$ cat src/rtl/uart_tx_ctl_if.sv
// -----------------------------------------------------------------------------
// uart_tx_ctl_if
// Bundles the byte-enqueue handshake and the status/line outputs of uart_tx_ctl.
//   TX_DATA    : byte to enqueue
//   TX_VALID   : TX_DATA is valid this cycle
//   TX_READY   : FIFO can accept a byte this cycle (registered)
//   UART_TX    : serial line, idle high
//   TX_BUSY    : a frame is on the line or bytes are queued
//   FIFO_LEVEL : number of queued bytes, 0..FIFO_DEPTH
// master : the byte producer (drives TX_DATA/TX_VALID)
// slave  : the transmitter (drives everything else)
// -----------------------------------------------------------------------------
interface uart_tx_ctl_if;
  logic [7:0] TX_DATA;
  logic       TX_VALID;
  logic       TX_READY;
  logic       UART_TX;
  logic       TX_BUSY;
  logic [4:0] FIFO_LEVEL;

  modport master (
    output TX_DATA, TX_VALID,
    input  TX_READY, UART_TX, TX_BUSY, FIFO_LEVEL
  );

  modport slave (
    input  TX_DATA, TX_VALID,
    output TX_READY, UART_TX, TX_BUSY, FIFO_LEVEL
  );
endinterface

$ cat src/rtl/uart_tx_ctl.sv
// -----------------------------------------------------------------------------
// uart_tx_ctl
// Byte FIFO feeding an 8-bit LSB-first UART transmitter. Frames are sent
// back-to-back while the FIFO holds data.
// Parameters:
//   CLK_FREQ   : input clock frequency in Hz
//   BAUD       : line rate in bit/s; bit period DIV = round(CLK_FREQ / BAUD)
//   FIFO_DEPTH : byte FIFO depth, power of two, 2..16
// Ports:
//   SYSCLK : clock, all state on rising edge
//   RST    : asynchronous active-high reset
//   bus    : uart_tx_ctl_if.slave (TX_DATA/TX_VALID in; TX_READY, UART_TX,
//            TX_BUSY, FIFO_LEVEL out)
// Build option:
//   UART_TX_PARITY_EN : when defined, an even-parity bit follows D7
//                       (11-bit frame); otherwise 10-bit frame.
// -----------------------------------------------------------------------------
module uart_tx_ctl #(
  parameter int CLK_FREQ   = 50000000,
  parameter int BAUD       = 115200,
  parameter int FIFO_DEPTH = 8
) (
  input logic          SYSCLK,
  input logic          RST,
  uart_tx_ctl_if.slave bus
);
  localparam int DIV   = (CLK_FREQ + BAUD / 2) / BAUD;
  localparam int CNT_W = $clog2(DIV + 1);
  localparam int AW    = $clog2(FIFO_DEPTH);
  localparam logic [CNT_W-1:0] DIV_LAST   = CNT_W'(DIV - 1);
  localparam logic [4:0]       LEVEL_FULL = 5'(FIFO_DEPTH);

  typedef enum logic [2:0] {
    S_IDLE,
    S_START,
    S_DATA,
`ifdef UART_TX_PARITY_EN
    S_PARITY,
`endif
    S_STOP
  } state_t;

  state_t           state_q, state_d;
  logic [CNT_W-1:0] baud_cnt_q, baud_cnt_d;
  logic [2:0]       bit_idx_q, bit_idx_d;
  logic [AW-1:0]    wr_ptr_q, wr_ptr_d;
  logic [AW-1:0]    rd_ptr_q, rd_ptr_d;
  logic [4:0]       level_q, level_d;
  logic             ready_q, ready_d;
  logic             tx_q, tx_d;
  logic             busy_q, busy_d;

  logic [7:0]       fifo_mem [FIFO_DEPTH];
  logic [7:0]       frame_byte_q;
  logic             push, pop, baud_end, fifo_empty;

  assign push       = bus.TX_VALID & ready_q;
  assign baud_end   = (baud_cnt_q == DIV_LAST);
  assign fifo_empty = (level_q == 5'd0);

  // FIFO storage and registered read of the byte being popped; no reset so
  // it maps onto RAM.
  always_ff @(posedge SYSCLK) begin
    if (push) fifo_mem[wr_ptr_q] <= bus.TX_DATA;
    if (pop)  frame_byte_q      <= fifo_mem[rd_ptr_q];
  end

  // Frame sequencer
  always_comb begin
    state_d    = state_q;
    baud_cnt_d = baud_cnt_q;
    bit_idx_d  = bit_idx_q;
    pop        = 1'b0;

    if (state_q != S_IDLE) baud_cnt_d = baud_end ? '0 : baud_cnt_q + CNT_W'(1);

    case (state_q)
      S_IDLE: begin
        if (!fifo_empty) begin
          pop        = 1'b1;
          state_d    = S_START;
          baud_cnt_d = '0;
        end
      end
      S_START: begin
        if (baud_end) begin
          state_d   = S_DATA;
          bit_idx_d = 3'd0;
        end
      end
      S_DATA: begin
        if (baud_end) begin
          if (bit_idx_q == 3'd7) begin
`ifdef UART_TX_PARITY_EN
            state_d = S_PARITY;
`else
            state_d = S_STOP;
`endif
          end else begin
            bit_idx_d = bit_idx_q + 3'd1;
          end
        end
      end
`ifdef UART_TX_PARITY_EN
      S_PARITY: begin
        if (baud_end) state_d = S_STOP;
      end
`endif
      S_STOP: begin
        // Chain straight into the next START so frames have no gap.
        if (baud_end) begin
          if (!fifo_empty) begin
            pop     = 1'b1;
            state_d = S_START;
          end else begin
            state_d = S_IDLE;
          end
        end
      end
      default: state_d = S_IDLE;
    endcase
  end

  // FIFO bookkeeping, line driver and status
  always_comb begin
    wr_ptr_d = push ? wr_ptr_q + AW'(1) : wr_ptr_q;
    rd_ptr_d = pop  ? rd_ptr_q + AW'(1) : rd_ptr_q;
    level_d  = level_q + 5'(push) - 5'(pop);
    ready_d  = (level_d != LEVEL_FULL);

    // The line follows the state register by one cycle.
    tx_d = 1'b1;
    case (state_q)
      S_START:  tx_d = 1'b0;
      S_DATA:   tx_d = frame_byte_q[bit_idx_q];
`ifdef UART_TX_PARITY_EN
      S_PARITY: tx_d = ^frame_byte_q;
`endif
      default:  tx_d = 1'b1;
    endcase

    // The state_q term keeps busy up through the final stop-bit cycle on the
    // line, which lags the state register by one cycle.
    busy_d = (state_d != S_IDLE) || (level_d != 5'd0) || (state_q != S_IDLE);
  end

  always_ff @(posedge SYSCLK or posedge RST) begin
    if (RST) begin
      state_q    <= S_IDLE;
      baud_cnt_q <= '0;
      bit_idx_q  <= 3'd0;
      wr_ptr_q   <= '0;
      rd_ptr_q   <= '0;
      level_q    <= 5'd0;
      ready_q    <= 1'b1;
      tx_q       <= 1'b1;
      busy_q     <= 1'b0;
    end else begin
      state_q    <= state_d;
      baud_cnt_q <= baud_cnt_d;
      bit_idx_q  <= bit_idx_d;
      wr_ptr_q   <= wr_ptr_d;
      rd_ptr_q   <= rd_ptr_d;
      level_q    <= level_d;
      ready_q    <= ready_d;
      tx_q       <= tx_d;
      busy_q     <= busy_d;
    end
  end

  assign bus.TX_READY   = ready_q;
  assign bus.UART_TX    = tx_q;
  assign bus.TX_BUSY    = busy_q;
  assign bus.FIFO_LEVEL = level_q;
endmodule

$ cat src/flat_wrapper.sv
// flat-port wrapper written by rule: the top's interface ports become plain ports
module uart_tx_ctl_flat 
#(
  parameter int CLK_FREQ   = 50000000,
  parameter int BAUD       = 115200,
  parameter int FIFO_DEPTH = 8
)
  (SYSCLK, RST, bus_TX_DATA, bus_TX_VALID, bus_TX_READY, bus_UART_TX, bus_TX_BUSY, bus_FIFO_LEVEL);
  uart_tx_ctl_if bus_i ();
  input logic SYSCLK;
  input logic RST;
  input wire logic [$bits(bus_i.TX_DATA)-1:0] bus_TX_DATA;
  input wire logic [$bits(bus_i.TX_VALID)-1:0] bus_TX_VALID;
  output wire logic [$bits(bus_i.TX_READY)-1:0] bus_TX_READY;
  output wire logic [$bits(bus_i.UART_TX)-1:0] bus_UART_TX;
  output wire logic [$bits(bus_i.TX_BUSY)-1:0] bus_TX_BUSY;
  output wire logic [$bits(bus_i.FIFO_LEVEL)-1:0] bus_FIFO_LEVEL;
  assign bus_i.TX_DATA = bus_TX_DATA;
  assign bus_i.TX_VALID = bus_TX_VALID;
  assign bus_TX_READY = bus_i.TX_READY;
  assign bus_UART_TX = bus_i.UART_TX;
  assign bus_TX_BUSY = bus_i.TX_BUSY;
  assign bus_FIFO_LEVEL = bus_i.FIFO_LEVEL;
  uart_tx_ctl #(.CLK_FREQ(CLK_FREQ), .BAUD(BAUD), .FIFO_DEPTH(FIFO_DEPTH)) u_core (.SYSCLK(SYSCLK), .RST(RST), .bus(bus_i));
endmodule
$ cat config.mk
export PLATFORM = sky130hd
export DESIGN_NAME = uart_tx_ctl_flat
export DESIGN_NICKNAME = d
export VERILOG_FILES = /design/src/rtl/uart_tx_ctl_if.sv /design/src/rtl/uart_tx_ctl.sv /design/src/flat_wrapper.sv
export SDC_FILE = /design/constraint.sdc
export NUM_CORES = 1
export LEC_CHECK = 0
export ABC_CLOCK_PERIOD_IN_PS = 7000
export CAP_MARGIN = 15
export CORE_MARGIN = 3
export CORE_UTILIZATION = 43
export DETAILED_ROUTE_END_ITERATION = 8
export GPL_TIMING_DRIVEN = 0
export PLACE_DENSITY = 0.68
export SETUP_SLACK_MARGIN = 0.5
export SLEW_MARGIN = 20
export SYNTH_ARGS = -nofsm -noshare
export SYNTH_HDL_FRONTEND = slang
export SYNTH_SLANG_ARGS = --single-unit
$ cat constraint.sdc
create_clock -name SYSCLK -period 7 [get_ports SYSCLK]
set_clock_uncertainty 0.15 [all_clocks]
set_input_delay 0.7 -clock SYSCLK [delete_from_list [all_inputs] [get_ports SYSCLK]]
set_output_delay 0.7 -clock SYSCLK [all_outputs]
set_load 0.005 [all_outputs]
# Word-level counts from Yosys, hierarchy flattened
# Memories as Yosys holds them, arrays and structs flattened. A register that Yosys moved wholly into a read port is not among the register bits.
# Cells that the tools add are included.
# op_classes
bitwise_logic,1
n_mux,23
addsub,6
eq_ne,9
n_lt_le_gt_ge,1
n_reduce_logical,9
# op_table
operator,count
$mux 9,4
$mux 3,8
$pmux 3 s4,1
$add 3x1->3 const B,3
$add 9x1->9 const B,1
$eq 9x9->1 const B,1
$eq 3x2->1 const B,2
$mux 1,6
$pmux 3 s2,1
$reduce_bool 3->1,2
$add 5x1->5,1
$logic_not 5->1,1
$ne 5x4->1 const B,1
$reduce_bool 5->1,1
$sub 5x1->5,1
$lt 3x4->1 const B,1
$ne 2x1->1 const B,2
$pmux 1 s2,2
$reduce_and 4->1,1
$bmux 1 s3,1
$eq 3x1->1 const B,1
$eq 3x3->1 const B,1
$logic_not 3->1,1
$logic_or 1x1->1,2
3 further kinds,3
# totals
elab_cells,59
inputBits,11
memories,1
mem_bits_rw,64
ff_bits,29
out_inout_bits,8
# mem_list
name,depth,word_bits,read_ports,rd_ports_with_merged_regs,write_ports,line,text
u_core.fifo_mem,8,8,1,1,1,uart_tx_ctl.sv:53,logic [7:0] fifo_mem [FIFO_DEPTH];

# Longest topological paths before layout
# depth
ltp_word,8
ltp_mapped,15
ltp_nobuf,15

# Least setup slack after synthesis
# No wires, ideal clock.
# synth_timing
path_kind,register -> register
from,"register u_core.level_q[2], in the netlist u_core.bus.FIFO_LEVEL[2]"
to,"register u_core.busy_q, in the netlist u_core.bus.TX_BUSY"
arrival_time_ps,2999
setup_slack_ps,3713
path_stages_with_launch,16
required_time_ps,6712
path_cell_list,dfrtp_1 -> inv_1 -> ha_1 -> nor4b_1 -> or2_2 -> a211o_1 -> inv_1 -> ha_1 -> inv_1 -> ha_1 -> inv_1 -> fa_1 -> nand2b_1 -> a2bb2oi_1 -> xnor2_1 -> nand4b_1
# synth_via
elab_chain_len,8
word_cells_on_any_way,14
cone_classes,add/sub (2); mux (7); reduce/logical (5)
# synth_rtl
item,line,text
from (decl),uart_tx_ctl.sv:48,"logic [4:0] level_q, level_d;"
from (signal assigned),uart_tx_ctl.sv:164,level_q <= level_d;
$logic_not 5->1 *,uart_tx_ctl.sv:59,assign fifo_empty = (level_q == 5'd0);
$mux 1 *,"uart_tx_ctl.sv:79, uart_tx_ctl.sv:112",
$mux 1,uart_tx_ctl.sv:111,if (baud_end) begin
$pmux 1 s2 *,uart_tx_ctl.sv:77,case (state_q)
via u_core.pop,uart_tx_ctl.sv:55,"logic push, pop, baud_end, fifo_empty;"
$sub 5x1->5 *,uart_tx_ctl.sv:128,level_d = level_q + 5'(push) - 5'(pop);
$reduce_bool 5->1 *,uart_tx_ctl.sv:144,busy_d = (state_d != S_IDLE) || (level_d != 5'd0) || (state_q != S_IDLE);
$logic_or 1x1->1 * (2 in series),uart_tx_ctl.sv:144,
via u_core.busy_d,uart_tx_ctl.sv:51,"logic busy_q, busy_d;"
to (signal assigned),uart_tx_ctl.sv:167,busy_q <= busy_d;
to (decl),uart_tx_ctl.sv:51,
# The timed path passes the listed nets; every way through them passes the cells marked *.
# A chain may end at the register's enable or synchronous reset.

# Worst setup path after layout
# layout_timing
from,"register u_core.level_q[3], in the netlist u_core.bus.FIFO_LEVEL[3]"
to,"register u_core.busy_q, in the netlist u_core.bus.TX_BUSY"
# The elaborated chain is that of the path after synthesis.

==> impl_metrics.tcl <==
set metrics [dict create \
    status "finished, final reports clean" \
    p_leak_nw 1.75 \
    min_path_type "flop to flop" \
    firstDrtPassIters 5 \
    viasPerCell 5.08 \
    swShare_pct 32.4 \
    cts_buffers 9 \
    synth_edf_count 72 \
    post_cts_resized 0 \
    diodes 0 \
    grt_pass1_wl_um 11600 \
    async_flop_share_pct 28.7 \
    grt_max_degree 30 \
    power_switching_uw 592 \
    fin_crit_ns 3.71 \
    hold_ws_ns 0.390 \
    row_count 35 \
    via_count 2166 \
    layout.nets 316 \
    cts.path.max_buffers 2 \
    placed_cells 410 \
    post-route-util_pct 51.3 \
    grtUsageTotal_pct 13.7 \
    die_area_um2 11200 \
    fin_cells 426 \
    io_pins 19 \
    die_w_um 106 \
    p_seq_share_pct 46.6 \
    dp_hpwl_um 4760 \
    wire_per_inst_um 16.5 \
    cp.required_ns 7.09 \
    slew_violations 0 \
    synth.area.top_cells "edfxtp_1, dfrtp_1, mux4_2" \
    yosys.area.top_type "edfxtp_1" \
    rsz0062_at_grt "false" \
    r2r_cells 15 \
    postRouteAntennaNets 0 \
    synth_area_um2 4290 \
    synthCells 263 \
    p_int_mw 1.24 \
    critPathKind "flop to flop" \
    fmax_ghz 0.269 \
    dpl_cell_area_um2 4640 \
    start_util_pct 45.4 \
    synthTopCellsByCount "edfxtp_1, dfrtp_1, mux4_2, nor2_1, nand2_1" \
    drt_iter0_drc 102 \
    cts.sinks 101 \
    grt_pass1_vias 2195 \
    clockRootBuffer "clkbuf_8" \
    hold_depth 2 \
    power_density_nw_per_um2 376 \
    synth.distinct_cells 45 \
    layout-drive-gt1-share_pct 21.5 \
    cap_violations 0 \
    cts_setup_buffers 0 \
    irDropWorstVdd_mv 0.171 \
    die_h_um 106 \
    arrival_ns 3.80 \
    drcViolationCount 0 \
    synthFlopType "edfxtp_1" \
    antenna_found_initial 0 \
    stdcell_area_um2 4860 \
    seq_area_frac_synth_pct 67.4 \
    routed_wl_um 7030 \
    synth_nets 287 \
    synth.most_common_cell "edfxtp_1" \
    crit_fanout 9 \
    clkPwrFrac_pct 20.0 \
    end_kind "flop" \
    final.period_utilization_pct 53.1 \
    place.port_buffers 18 \
    setup_viol 0 \
    synth_top_area_share_pct 50.4 \
    clkTransAtPathRegs_ns 0.11 \
    ys_warn_count 0 \
    fin_setup_tns_ns 0 \
    globalplace.congestion 0.788 \
    syn_area_per_cell_um2 16.3 \
    htreeDepth 3 \
    hold_viol 0 \
    ys_ff_latch 101 \
    clk-insertion-delay-late_ns 0.36 \
    tritoncts "yes" \
    max-slew-margin-rel_pct 37.2 \
    worstMarginPinSlew_ns 0.938 \
    overflow 0 \
    area_growth_pct 13.2 \
    core_um2 9460 \
    combPwrFrac_pct 33.5 \
    ctsHoldBuffers 0 \
    worstSetupStartpointType "flop" \
]
==> power groups by stage <==
stage / clock network (mW) / logic, mW / registers, mW
6_report: 0.365 / 0.612 / 0.852
5_1_grt: 0.401 / 0.677 / 0.867
4_1_cts: 0.378 / 0.619 / 0.853
3_5_place_dp: 0 / 0.617 / 0.866
3_3_place_gp: 0 / 0.607 / 0.859
2_1_floorplan: 0 / 0.452 / 0.850
==> layout make-up <==
type,count,area (um2)
plain buffers,7,31.3
clock buffers,9,124
clock inverters,7,90.1
fillers,795,4600
inverters,16,60.1
multi-input cells,139,1320
flip-flops and latches,101,2890
well taps,129,161
repair buffers,18,180
==> layout by cell type (no fill, tap or decap), drive strengths merged, types with 2 or more instances in the layout <==
master          n
a21oi           4
a22o            3
and3            2
buf             6
clkbuf         10
clkdlybuf4s50  18
clkinv          5
dfrtp          27
dfstp           2
edfxtp         72
ha             12
inv            17
mux2           11
mux4           18
nand2          17
nand2b          3
nand3           3
nor2           18
nor3            8
nor4            2
nor4b           2
o21ai           2
or2             3
xnor2          11
xor2            4
==> metrics by stage <==
| step | worst slack (ns) | power [mW] |
|---|---|---|
| global placement | 3.29 | 1.47 |
| floorplan | 3.71 | 1.30 |
| global route | 2.94 | 1.94 |
| detailed placement | 3.27 | 1.48 |
| finish | 3.29 | 1.83 |
| CTS | 3.23 | 1.85 |
==> cells by family after synthesis <==
group / Yosys count / share of synthesized area, %
AO/OA/AOI/OAI: 14 / 2.57
flip-flops: 101 / 67.4
XOR/XNOR: 15 / 3.06
buffers and inverters: 23 / 2.13
AND/OR/NAND/NOR: 66 / 8.25
multiplexers: 30 / 12.6
other: 1 / 0.0874
adder cells (fa/ha/maj): 13 / 3.97
==> per-layer routing <==
layer | global-route usage [%] | vias to the layer above | share of wire, % | routed length [um]
li1 | - | 1042 | - | -
met3 | 3.12 | 7 | 1.9 | 137
met4 | 4.26 | 0 | 0.80 | 56
met5 | 0 | - | 0 | 0
met1 | 18.9 | 1098 | 47 | 3290
met2 | 21.6 | 19 | 50 | 3540
==> registers in the layout, summed over array words and instances (netlist names) <==
name,count
u_core.baud_cnt_q,9
u_core.bit_idx_q,3
u_core.bus.FIFO_LEVEL,5
u_core.bus.TX_BUSY,1
u_core.bus.TX_READY,1
u_core.bus.UART_TX,1
u_core.fifo_mem,64
u_core.frame_byte_q,8
u_core.rd_ptr_q,3
u_core.state_q,3
u_core.wr_ptr_q,3
==> critical path, cell delays in order, from the launching register on <==
cell and delay, ns:
dfrtp_1 0.42, inv_1 0.09, ha_1 0.14, nor4b_1 0.55, or2_2 0.24, a211o_1 0.16
inv_1 0.20, ha_1 0.32, inv_1 0.05, ha_1 0.15, inv_1 0.06, fa_1 0.38
nand2b_1 0.17, a2bb2oi_1 0.20, xnor2_1 0.18, nand4b_1 0.13
==> final timing paths <==
kind	from	endpoint	slack [ns]
min in group asynchronous	RST	u_core.wr_ptr_q[0]	0.57
max	u_core.bus.FIFO_LEVEL[3]	u_core.bus.TX_BUSY	3.29
max reg2reg	u_core.bus.FIFO_LEVEL[3]	u_core.bus.TX_BUSY	3.29
min	u_core.wr_ptr_q[0]	u_core.wr_ptr_q[0]	0.39
min reg2reg	u_core.wr_ptr_q[0]	u_core.wr_ptr_q[0]	0.39
max in group asynchronous	RST	u_core.state_q[2]	5.73
(Power assumes the default switching activity.)
